**src/rtl/arb_pkg.sv**
```systemverilog
// Shared definitions for the round-robin arbiter slice: default sizes and
// a log2 helper that never returns a zero-width index.
package arb_pkg;

    localparam int ARB_DEF_N_REQ = 32'sd4;
    localparam int ARB_DEF_DW    = 32'sd8;

    // Index width for n entries; at least one bit even for a single entry
    function automatic int clog2_safe(input int n);
        int r;
        int p;
        r = 32'sd1;
        p = 32'sd2;
        while (p < n) begin
            p = p * 32'sd2;
            r = r + 32'sd1;
        end
        return r;
    endfunction

endpackage

```
**src/rtl/rr_picker.sv**
```systemverilog
// Combinational round-robin picker: rotate requests so the pointer sits at
// bit 0, take the lowest set bit, then rotate the grant back.
module rr_picker
    import arb_pkg::*;
#(
    parameter  int N_REQ = ARB_DEF_N_REQ,
    localparam int SW    = clog2_safe(N_REQ)
) (
    input  logic [N_REQ-1:0] req,
    input  logic [SW-1:0]    ptr,
    output logic [N_REQ-1:0] gnt_onehot,
    output logic [SW-1:0]    gnt_idx,
    output logic             any_gnt
);

    logic [2*N_REQ-1:0] req_dbl_s;
    logic [2*N_REQ-1:0] gnt_dbl_s;
    logic [N_REQ-1:0]   req_rot_s;
    logic [N_REQ-1:0]   gnt_rot_s;
    logic [SW-1:0]      enc_s;
    logic [SW:0]        sum_s;

    // Rotate, priority-encode from the pointer upward, rotate back
    always_comb begin
        req_dbl_s = {req, req} >> ptr;
        req_rot_s = req_dbl_s[N_REQ-1:0];
        enc_s     = '0;
        for (int j = N_REQ - 1; j >= 0; j--) begin
            if (req_rot_s[j]) begin
                enc_s = SW'(j);
            end else begin
                enc_s = enc_s;
            end
        end
        gnt_rot_s = '0;
        if (|req_rot_s) begin
            gnt_rot_s[enc_s] = 1'b1;
        end else begin
            gnt_rot_s = '0;
        end
        // the upper half of the doubled vector holds the rotate-left result
        gnt_dbl_s  = {gnt_rot_s, gnt_rot_s} << ptr;
        gnt_onehot = gnt_dbl_s[2*N_REQ-1:N_REQ];
        sum_s      = {1'b0, enc_s} + {1'b0, ptr};
        if (sum_s >= (SW+1)'(N_REQ)) begin
            sum_s = sum_s - (SW+1)'(N_REQ);
        end else begin
            sum_s = sum_s;
        end
        gnt_idx = sum_s[SW-1:0];
        any_gnt = |req;
    end

endmodule

```
**src/rtl/rr_mux_arbiter.sv**
```systemverilog
// Round-robin N:1 arbiter feeding a one-deep registered output channel.
// Optional burst locking is enabled with RR_MUX_ARBITER_BURST_LOCK_EN.
module rr_mux_arbiter
    import arb_pkg::*;
#(
    parameter  int N_REQ = ARB_DEF_N_REQ,
    parameter  int DW    = ARB_DEF_DW,
    localparam int SW    = clog2_safe(N_REQ)
) (
    input  logic                clk,
    input  logic                rst_n,
    input  logic [N_REQ-1:0]    in_valid,
    input  logic [N_REQ*DW-1:0] in_data,
`ifdef RR_MUX_ARBITER_BURST_LOCK_EN
    input  logic [N_REQ-1:0]    in_last,
`endif
    output logic [N_REQ-1:0]    in_ready,
    output logic                out_valid,
    output logic [DW-1:0]       out_data,
    output logic [SW-1:0]       out_src,
    input  logic                out_ready
);

    logic             out_valid_r;
    logic [DW-1:0]    out_data_r;
    logic [SW-1:0]    out_src_r;
    logic [SW-1:0]    ptr_r;
    logic             load_en_s;
    logic [N_REQ-1:0] gnt_onehot_s;
    logic [SW-1:0]    gnt_idx_s;
    logic             any_gnt_s;
    logic [N_REQ-1:0] in_ready_s;
    logic [SW-1:0]    win_idx_s;
    logic [SW-1:0]    ptr_next_s;
    logic [DW-1:0]    win_data_s;
    logic             xfer_s;
`ifdef RR_MUX_ARBITER_BURST_LOCK_EN
    logic             lock_r;
    logic [SW-1:0]    lock_idx_r;
`endif

    rr_picker #(.N_REQ(N_REQ)) u_picker (
        .req        (in_valid),
        .ptr        (ptr_r),
        .gnt_onehot (gnt_onehot_s),
        .gnt_idx    (gnt_idx_s),
        .any_gnt    (any_gnt_s)
    );

    // Grant generation; rst_n gates in_ready so it drops without a clock
    always_comb begin
        load_en_s  = !out_valid_r || out_ready;
        in_ready_s = '0;
        win_idx_s  = gnt_idx_s;
        if (!rst_n) begin
            in_ready_s = '0;
        end
`ifdef RR_MUX_ARBITER_BURST_LOCK_EN
        else if (lock_r) begin
            win_idx_s = lock_idx_r;
            if (load_en_s) begin
                in_ready_s[lock_idx_r] = 1'b1;
            end else begin
                in_ready_s = '0;
            end
        end
`endif
        else if (load_en_s && any_gnt_s) begin
            in_ready_s = gnt_onehot_s;
        end else begin
            in_ready_s = '0;
        end
        xfer_s = in_valid[win_idx_s] && in_ready_s[win_idx_s];
        if (win_idx_s == SW'(N_REQ - 1)) begin
            ptr_next_s = '0;
        end else begin
            ptr_next_s = win_idx_s + {{(SW-1){1'b0}}, 1'b1};
        end
    end

    // N:1 data mux steered by the winning index
    always_comb begin
        win_data_s = '0;
        for (int i = 0; i < N_REQ; i++) begin
            if (win_idx_s == SW'(i)) begin
                win_data_s = in_data[i*DW +: DW];
            end else begin
                win_data_s = win_data_s;
            end
        end
    end

    // Output register, rotation pointer and optional burst lock
    always_ff @(posedge clk or negedge rst_n) begin
        if (!rst_n) begin
            out_valid_r <= 1'b0;
            out_data_r  <= '0;
            out_src_r   <= '0;
            ptr_r       <= '0;
`ifdef RR_MUX_ARBITER_BURST_LOCK_EN
            lock_r      <= 1'b0;
            lock_idx_r  <= '0;
`endif
        end else if (xfer_s) begin
            out_valid_r <= 1'b1;
            out_data_r  <= win_data_s;
            out_src_r   <= win_idx_s;
`ifdef RR_MUX_ARBITER_BURST_LOCK_EN
            if (!in_last[win_idx_s]) begin
                lock_r     <= 1'b1;
                lock_idx_r <= win_idx_s;
            end else begin
                lock_r     <= 1'b0;
                ptr_r      <= ptr_next_s;
            end
`else
            ptr_r       <= ptr_next_s;
`endif
        end else if (out_ready) begin
            out_valid_r <= 1'b0;
        end else begin
            out_valid_r <= out_valid_r;
        end
    end

    assign in_ready  = in_ready_s;
    assign out_valid = out_valid_r;
    assign out_data  = out_data_r;
    assign out_src   = out_src_r;

endmodule

```
**config.mk**
```make
export PLATFORM = sky130hd
export DESIGN_NAME = rr_mux_arbiter
export DESIGN_NICKNAME = d
export VERILOG_FILES = /design/src/rtl/arb_pkg.sv /design/src/rtl/rr_picker.sv /design/src/rtl/rr_mux_arbiter.sv
export SDC_FILE = /design/constraint.sdc
export NUM_CORES = 1
export LEC_CHECK = 0
export ABC_AREA = 1
export CAP_MARGIN = 20
export CORE_MARGIN = 3
export CORE_UTILIZATION = 44
export CTS_BUF_LIST = sky130_fd_sc_hd__clkbuf_8
export DETAILED_ROUTE_END_ITERATION = 8
export PLACE_DENSITY = 0.92
export SLEW_MARGIN = 40
export SYNTH_ARGS = -nofsm -noshare
export SYNTH_HDL_FRONTEND = slang
export SYNTH_SLANG_ARGS = --single-unit
```
**constraint.sdc**
```tcl
create_clock -name clk -period 3.75 [get_ports clk]
set_input_delay 1.125 -clock clk [delete_from_list [all_inputs] [get_ports clk]]
set_output_delay 1.125 -clock clk [all_outputs]
set_load 0.005 [all_outputs]
```
## Word level (Yosys, flattened, before mapping)

Cells that the tools add are included.
W data, S select, Z words.

| storage, ports and cells | value |
|---|---|
| register bits after elaboration | 13 |
| latch bits | 0 |
| RAM bits | 0 |
| memory bits (read-only) | 0 |
| bits of input ports | 39 |
| output and inout port bits | 15 |
| memories | 0 |

| cells by class | value |
|---|---|
| $add $sub $neg | 3 |
| multipliers | 0 |
| div/mod/pow operators | 0 |
| $lt $le $gt $ge | 4 |
| equal/unequal tests | 3 |
| shift operators | 2 |
| multiplexer cells | 21 |
| bitwise logic cells | 0 |
| reduce and logical (&&, ||, !) cells | 9 |

Operator list:

| operator | number |
|---|---|
| $mux W8 | 4 |
| $mux W2 | 6 |
| $mux W4 | 3 |
| $reduce_or A4 Y1 | 2 |
| $shl A8 B2 Y8 | 1 |
| $shr A8 B2 Y4 | 1 |
| $lt A2 B3 Y1 const B | 2 |
| $mux W1 | 5 |
| $bmux W1 S2 | 2 |
| $eq A2 B2 Y1 const B | 2 |
| $add A2 B2 Y3 | 1 |
| $ge A3 B3 Y1 const B | 1 |
| $logic_and A1 B1 Y1 | 3 |
| $add A2 B1 Y2 const B | 1 |
| $demux W1 S2 | 1 |
| $eq A2 B1 Y1 const B | 1 |
| $ge A2 B1 Y1 const B | 1 |
| $logic_not A2 Y1 | 1 |
| $reduce_bool A2 Y1 | 1 |
| $sub A2 B1 Y2 const B | 1 |
| $logic_not A1 Y1 | 1 |
| $logic_or A1 B1 Y1 | 1 |

## Logic depth before layout (Yosys ltp)

Gate-level depths: netlist of the first run.

| logic depth | value |
|---|---|
| word-level depth | 17 |
| depth in mapped cells | 21 |
| mapped depth without buffers | 20 |

## Cells and area by module

A second synthesis of the first run with hierarchy kept.

| unflattened totals | value |
|---|---|
| cell total of the unflattened synthesis | 219 |
| area total of the unflattened synthesis | 1,418.9 um^2 |

Modules (own cells, without submodules):

| module | instances | cells each | area an instance (um^2) | seq. area each (um^2) |
|---|---|---|---|---|
| rr_mux_arbiter | 1 | 157 | 1,038.5 | 325.3 |
| rr_picker | 1 | 62 | 380.4 | 0.0 |

## Worst setup path before layout of the first run

OpenSTA, ideal clock, no wires.

| path | value |
|---|---|
| kind | input-to-reg |
| start point | input port in_valid[2] |
| end point | register out_data_r[1], in the netlist out_data[1] |
| arrival | 3.256 ns |
| required time | 3.685 ns |
| setup slack | 0.428 ns |
| stages | 20 |
| buffers on the path | 1 |
| path through | inv_1 > nand2_1 > nand3_1 > nand2_2 > nor2_4 > o21a_1 > ha_1 > xor2_1 > nand3b_2 > nand2_4 > inv_2 > ha_1 > clkbuf_1 > inv_1 > nand3_1 > nand2_1 > o21ai_0 > o21ai_0 > nand2_1 > nand2_1 |

| on the way | value |
|---|---|
| elaborated cells on any way between the ends | 34 |
| those cells by class | 2 x add/sub; 3 x order compare; 3 x eq/ne; 2 x shift; 18 x mux; 6 x reduce/logical |

RTL lines:

| what | line | RTL |
|---|---|---|
| from (decl) | rr_mux_arbiter.sv:12 | `input logic [N_REQ-1:0] in_valid,` |
| $shr A8 B2 Y4 * | rr_picker.sv:25 | `req_dbl_s = {req, req} >> ptr;` |
| $mux W2 (3 in a row) | rr_picker.sv:29 | `if (req_rot_s[j]) begin` |
| $mux W2 * | rr_picker.sv:29 |  |
| $add A2 B2 Y3 * | rr_picker.sv:44 | `sum_s = {1'b0, enc_s} + {1'b0, ptr};` |
| $ge A3 B3 Y1 or $sub A2 B1 Y2 (tied branches) | rr_picker.sv:45, rr_picker.sv:46 |  |
| $mux W2 * | rr_picker.sv:45 | `if (sum_s >= (SW+1)'(N_REQ)) begin` |
| named net gnt_idx_s[1] | rr_mux_arbiter.sv:30 | `logic [SW-1:0] gnt_idx_s;` |
| $logic_not A2 Y1 | rr_mux_arbiter.sv:85 | `if (win_idx_s == SW'(i)) begin` |
| $mux W8 (4 in a row) | rr_mux_arbiter.sv:85 |  |
| to (signal assigned) | rr_mux_arbiter.sv:106 | `out_data_r <= win_data_s;` |
| to (decl) | rr_mux_arbiter.sv:25 | `logic [DW-1:0] out_data_r;` |

Mark *: on every way through the listed nets, which the timed path passes. The rest lies on a longest branch. The select of a mux whose other input is x is not followed.
A chain may end at the register's enable or synchronous reset.

## Final worst setup path of the first run

| path | value |
|---|---|
| start point | input port in_valid[1] |
| end point | output port in_ready[2] |

| on the way | value |
|---|---|
| cells in the longest elaborated chain, start to end | 13 |
| elaborated cells on any way between the ends | 17 |
| those cells by class | 2 x order compare; 2 x shift; 9 x mux; 4 x reduce/logical |

RTL lines:

| what | line | RTL |
|---|---|---|
| $shr A8 B2 Y4 | rr_picker.sv:25 |  |
| $mux W2 (4 in a row) | rr_picker.sv:29 |  |
| $lt A2 B3 Y1 (not written as such) or $ge A2 B1 Y1 (tied branches) | rr_picker.sv:37 | `gnt_rot_s[enc_s] = 1'b1;` |
| $logic_and A1 B1 Y1 (not written as such) | rr_picker.sv:37 |  |
| $mux W1 (not written as such) | rr_picker.sv:37 |  |
| $demux W1 S2 | n/a |  |
| $mux W4 | rr_picker.sv:36 | `if (\|req_rot_s) begin` |
| $shl A8 B2 Y8 | rr_picker.sv:42 | `gnt_dbl_s = {gnt_rot_s, gnt_rot_s} << ptr;` |
| $mux W4 * | rr_mux_arbiter.sv:68 | `else if (load_en_s && any_gnt_s) begin` |
| $mux W4 * | rr_mux_arbiter.sv:55 | `if (!rst_n) begin` |
| to (decl) | rr_mux_arbiter.sv:17 | `output logic [N_REQ-1:0] in_ready,` |

Every way passes the cells marked *; elsewhere a longest branch is shown, timed or not.

==> flow_summary.ini, run 1 <==
[critical_path]
cp_cell_sequence = clkdlybuf4s15_2 -> nand2_2 -> nand2_2 -> nand2_2 -> nand2_4 -> nor2_4 -> buf_4 -> nand3_2 -> nand3_1 -> nand3_2 -> inv_1 -> dlygate4sd2_1
critPathCaptureType = output port
slowest_stage = dlygate4sd2_1
cp_max_fo = 4
criticalPathCategory = primary input to output port
path_common_cell = nand2_2
path_delay_family = simple AND/OR/NAND/NOR gates
reg2reg_from = ptr_r[1]$_DFFE_PN0P_
arrival_ns = 2.49
cp-start-kind = primary input
worst-path-buf-inv = 4
cpPeakStageDelay_ns = 0.23
r2r_end = out_data[1]$_DFFE_PN0P_
worst-r2r-cell-count = 18
r2r_setup_slack_ns = 0.58
crit_required_ns = 2.62

[min_path]
hold_path_depth = 2
worstHoldEndpoint = out_src[1]$_DFFE_PN0P_
min_path_type = register to register
worstHoldStart = out_src[1]$_DFFE_PN0P_

[route]
drc = 0
drtIter0Drc = 73
vias_per_cell = 5.45
ant_nets = 0
routed_wl_microns = 3970
drt-pass1-iter-count = 6
wire_per_inst_microns = 13.2
via_count = 1646

[synthesis]
synth_cells = 200
yosysMostFrequentCell = nand2_1
netlist_top_cells_count = nand2_1, nand3_1, o21ai_0
ys_types = 24
yosys_most_used_dff = dfrtp_1
synthTopCellsByArea = dfrtp_1, nand2_1, nand3_1
synth_area_per_cell_sq_um = 6.45
yosysTopAreaCell = dfrtp_1
ys_seq_elements = 13
synth-edff-count = 0
yosysTopAreaCellShare = 0.252
netlist_area_sq_mm = 0.00129
synthArstFlopShare = 1.00
synth_nets = 244
ys_warn_count = 0
seq_area_frac_synth = 0.252

[global_routing]
grt_start_max_net_pins = 18
antenna_found_initial = 0
grt_pass1_wl_microns = 6220
grt.overflow.total = 0
gr-usage-all-layers = 0.218
grt_pass1_vias = 1533

[clock_network]
cts_tree = yes
cts_root_buf = clkbuf_8
clock_path_buffers = 2
clkSlewWorstSetupHoldPaths_ns = 0.05
cts_sinks = 13
numCtsBuffers = 3
ctsHoldBuffers = 0
clkLatencyLatePin_ns = 0.24
h-tree-depth = 1

[power]
p_per_area_mw_per_mm2 = 1110
power.leakage_nw = 1.07
ir_worst_vdd_v = 0.000834
power_w = 0.00234

[run]
max_cap_viol_count = 0

[timing]
fin_setup_tns_ns = 0
final_max_slew_viol_count = 0
timing.fmax_mhz = 277
skew_ns = 0.00333
rsz0062_at_grt = no
whs_ns = 0.508
tightest_slew_ns = 0.475
fin_crit_ns = 3.61
final.period_utilization = 0.963
hold_viol = 0
setup_viol_count_final = 0
maxSlewHeadroom = 0.684

[die]
die-area_sq_mm = 0.00362
rows = 19
initial_core_util = 0.464
chipHeight_microns = 60.1
coreArea_sq_mm = 0.00278
io_pins = 54
die_width_microns = 60.1

[cells_and_area]
drive_above_1_share = 0.251
register_area_sq_um = 325
final_util = 0.759
diodes = 0
multiInputGateArea_sq_um = 906
nets = 316
areaGrowthSynthToFinish_pct = 63.6
fillers = 202

[outcome]
status = finished clean

[placement]
hpwl_microns = 2940
gp_congestion = 0.929
port_buffers = 53
[power breakdown]
group	switching, W	internal (W)
Sequential	0.0000636	0.000210
Clock	0.0000513	0.0000734
Combinational	0.00107	0.000877
Total	0.00119	0.00116
[metrics by stage]
step	area [sq um]	worst slack [ns]	cells
after floorplan	1290	0.428	200
after global placement	1980	-0.306	295
after detailed placement	1980	-0.355	295
after CTS	2070	0.00538	300
after global routing	2110	0.0626	302
final	2110	0.137	302
[worst max-delay path by stage]
stage	from	endpoint	cells past startpoint
floorplan	in_valid[2]	out_data[1]$_DFFE_PN0P_	20
global placement	in_valid[3]	in_ready[2]	11
detailed placement	in_valid[0]	in_ready[2]	11
CTS	in_valid[3]	in_ready[3]	11
global route	in_valid[1]	in_ready[2]	12
finish	in_valid[1]	in_ready[2]	12
[metal layers]
| layer | GRT usage | vias up | share of wire | wire length, microns |
|---|---|---|---|---|
| met4 | 0.0506 | 0 | 0.0078 | 31 |
| met3 | 0.0497 | 6 | 0.082 | 327 |
| met2 | 0.395 | 103 | 0.52 | 2060 |
| li1 | - | 803 | - | - |
| met5 | 0 | - | 0 | 0 |
| met1 | 0.258 | 734 | 0.39 | 1560 |
[cell families after synthesis]
kind of cell / synth area share
AO/OA/AOI/OAI: 0.117
AND/OR/NAND/NOR: 0.474
XOR/XNOR: 0.00679
flip-flops: 0.252
adder cells (fa/ha/maj): 0.0485
buffers and inverters: 0.101
[layout by cell type (no fill, tap or decap)]
cell type,count
dlymetal6s2s_1,1
o21ai_0,16
inv_2,3
clkbuf_2,2
nand3_2,10
dfrtp_1,13
inv_1,13
nand3_4,2
nand3b_2,1
buf_2,1
dlygate4sd2_1,3
nand2_4,4
a21oi_1,10
buf_12,2
nand3_1,35
nor2_4,2
nand2_2,10
ha_1,5
buf_4,23
nor2_1,4
clkdlybuf4s15_2,1
inv_4,1
o21a_1,1
a21oi_2,2
clkdlybuf4s50_1,45
clkbuf_8,3
xor2_1,1
clkinv_2,1
nand4_1,1
nand2_1,55
[worst min-delay path, stage by stage, from the launching register on]
cell     delay (ns)
dfrtp_1        0.34
nand3_1        0.08
nand2_1        0.05
[sequential cells by signal, indices dropped and copies added (netlist names)]
signal / count
out_valid: 1
out_src: 2
ptr_r: 2
out_data: 8
[final cells by class]
type                       instances  share of cell area
clock buffer                       3              0.0196
clock inverter                     1             0.00237
inverter                          17              0.0314
multi-input combinational        159               0.429
sequential                        13               0.154
tap                               31              0.0184
timing repair buffer              78               0.345
[what timing repair did]
item / 4_1_cts / 5_1_grt
resized for setup: 19 / 16
pin swaps: 5 / 5
endpoints found under the hold margin: 0 / 0
endpoints found under the setup margin: 11 / 1
setup buffers: 1 / 2
No activity file was read; power rests on OpenSTA's default activity.
==> run 2, diff against run 1 <==
SKIP_CTS_REPAIR_TIMING = 1   (was unset)
==> flow_summary.ini, run 2 (synthesis gave the netlist of run 1 again) <==
[timing]
final_max_slew_viol_count = 0
timing.final.ws_setup_ns = 0.0563
skew_ns = 0.00201
timing.fmax_mhz = 271
tightest_slew_ns = 0.466
maxSlewHeadroom = 0.690
final.period_utilization = 0.985
fin_crit_ns = 3.69
hold_viol = 0
setup_viol_count_final = 0

[power]
clock_power_share = 0.053
seqPwrFrac = 0.118
switching_share = 0.504
power_switching_w = 0.00117
pwr-share-comb = 0.829
power.leakage_nw = 1.11
p_per_area_mw_per_mm2 = 1090
ir_worst_vdd_v = 0.000820
power_w = 0.00232
p_int_w = 0.00115

[route]
vias_per_cell = 5.33
drtIter0Drc = 89
via_count = 1599
ant_nets = 0
wire_per_inst_microns = 12.9
routed_wl_microns = 3860
drt-pass1-iter-count = 4
drc = 0

[critical_path]
cpPeakStageDelay_ns = 0.48
slowest_stage = clkdlybuf4s50_1
arrival_ns = 2.57
critPathCaptureType = output port
crit_required_ns = 2.62
cp_cell_sequence = dlymetal6s2s_1 -> nand2_2 -> nand2_2 -> nand2_2 -> nand2_4 -> nor2_4 -> nand3_2 -> nand3_1 -> nand2_1 -> inv_1 -> clkdlybuf4s50_1
criticalPathCategory = primary input to output port
cp_max_fo = 4
cp-start-kind = primary input
path_common_cell = nand2_2

[placement]
port_buffers = 53
gp_congestion = 0.929
hpwl_microns = 2940
dp_slack_ns = -0.355

[clock_network]
h-tree-depth = 1
clkSlewWorstSetupHoldPaths_ns = 0.06
clock_path_buffers = 2
cts_root_buf = clkbuf_8
clkLatencyLatePin_ns = 0.24
numCtsBuffers = 3
cts_tree = yes
cts_sinks = 13

[global_routing]
grt_use_met1 = 0.246
grt_start_max_net_pins = 18
grt_pass1_vias = 1489
grt.overflow.total = 0
globalRouteMet2Util = 0.377
gr-usage-all-layers = 0.209
grt_pass1_wl_microns = 5970
grt_use_met3 = 0.0540
antenna_found_initial = 0
top_usage_layer = met2

[cells_and_area]
areaGrowthSynthToFinish_pct = 64.6
diodes = 0
nets = 314
drive_above_1_share = 0.238
largest_register_ffs = 8
final_cell_mix = nand2_1, clkdlybuf4s50_1, nand3_1, buf_4, o21ai_0
layout_commonest_cell = nand2_1

[die]
rows = 19
io_pins = 54
initial_core_util = 0.464
die_width_microns = 60.1
coreArea_sq_mm = 0.00278
die-area_sq_mm = 0.00362
chipHeight_microns = 60.1

[min_path]
min_path_type = register to register

[outcome]
status = finished clean

[run]
max_cap_viol_count = 0
-- run 2: through the flow --
| stage | util | TNS (ns) | cells | area, sq um | hold slack [ns] |
|---|---|---|---|---|---|
| CTS | 0.730 | -1.51 | 299 | 2030 | 0.517 |
| global placement | 0.713 | -2.68 | 295 | 1980 | 0.488 |
| detailed placement | 0.713 | -3.31 | 295 | 1980 | 0.501 |
| global route | 0.763 | -0.0523 | 300 | 2120 | 0.542 |
| finish | 0.763 | 0 | 300 | 2120 | 0.512 |
| floorplan | - | 0 | 200 | 1290 | 0.494 |
-- run 2: power by group through the flow --
stage / clock (W) / sequential, W / combinational (W)
finish: 0.000124 / 0.000273 / 0.00193
global route: 0.000130 / 0.000282 / 0.00215
CTS: 0.000126 / 0.000270 / 0.00187
detailed placement: 0 / 0.000269 / 0.00185
global placement: 0 / 0.000270 / 0.00181
floorplan: 0 / 0.000247 / 0.00120
-- run 2: area by class of cell --
cell class	instances	area, sq um
well taps	31	38.8
repair buffers	76	738
flip-flops and latches	13	325
multi-input cells	159	911
clock buffers	3	41.3
inverters	17	63.8
fillers	204	658
clock inverters	1	5.00
-- run 2: worst max-delay path, delay by kind of cell --
family        cells  cell delay [ns]
simple gates      8             0.74
buf+inv           3             0.69
-- run 2: routing by layer --
metal / up-vias / wire length, microns
met2: 78 / 1990
met1: 722 / 1560
met3: 4 / 284
li1: 795 / -
met5: - / 0
met4: 0 / 27
-- run 2: path summary, 6_finish.rpt --
path	startpoint	endpoint	slack, ns	depth (start not counted)
min in group asynchronous	rst_n	out_data[1]$_DFFE_PN0P_	1.26	2
worst min register to register	out_data[2]$_DFFE_PN0P_	out_data[2]$_DFFE_PN0P_	0.51	2
worst max register to register	ptr_r[1]$_DFFE_PN0P_	out_data[0]$_DFFE_PN0P_	0.50	19
worst max-delay path	in_valid[1]	in_ready[3]	0.06	11
worst min-delay path	out_data[2]$_DFFE_PN0P_	out_data[2]$_DFFE_PN0P_	0.51	2
max in group asynchronous	rst_n	ptr_r[1]$_DFFE_PN0P_	2.33	2
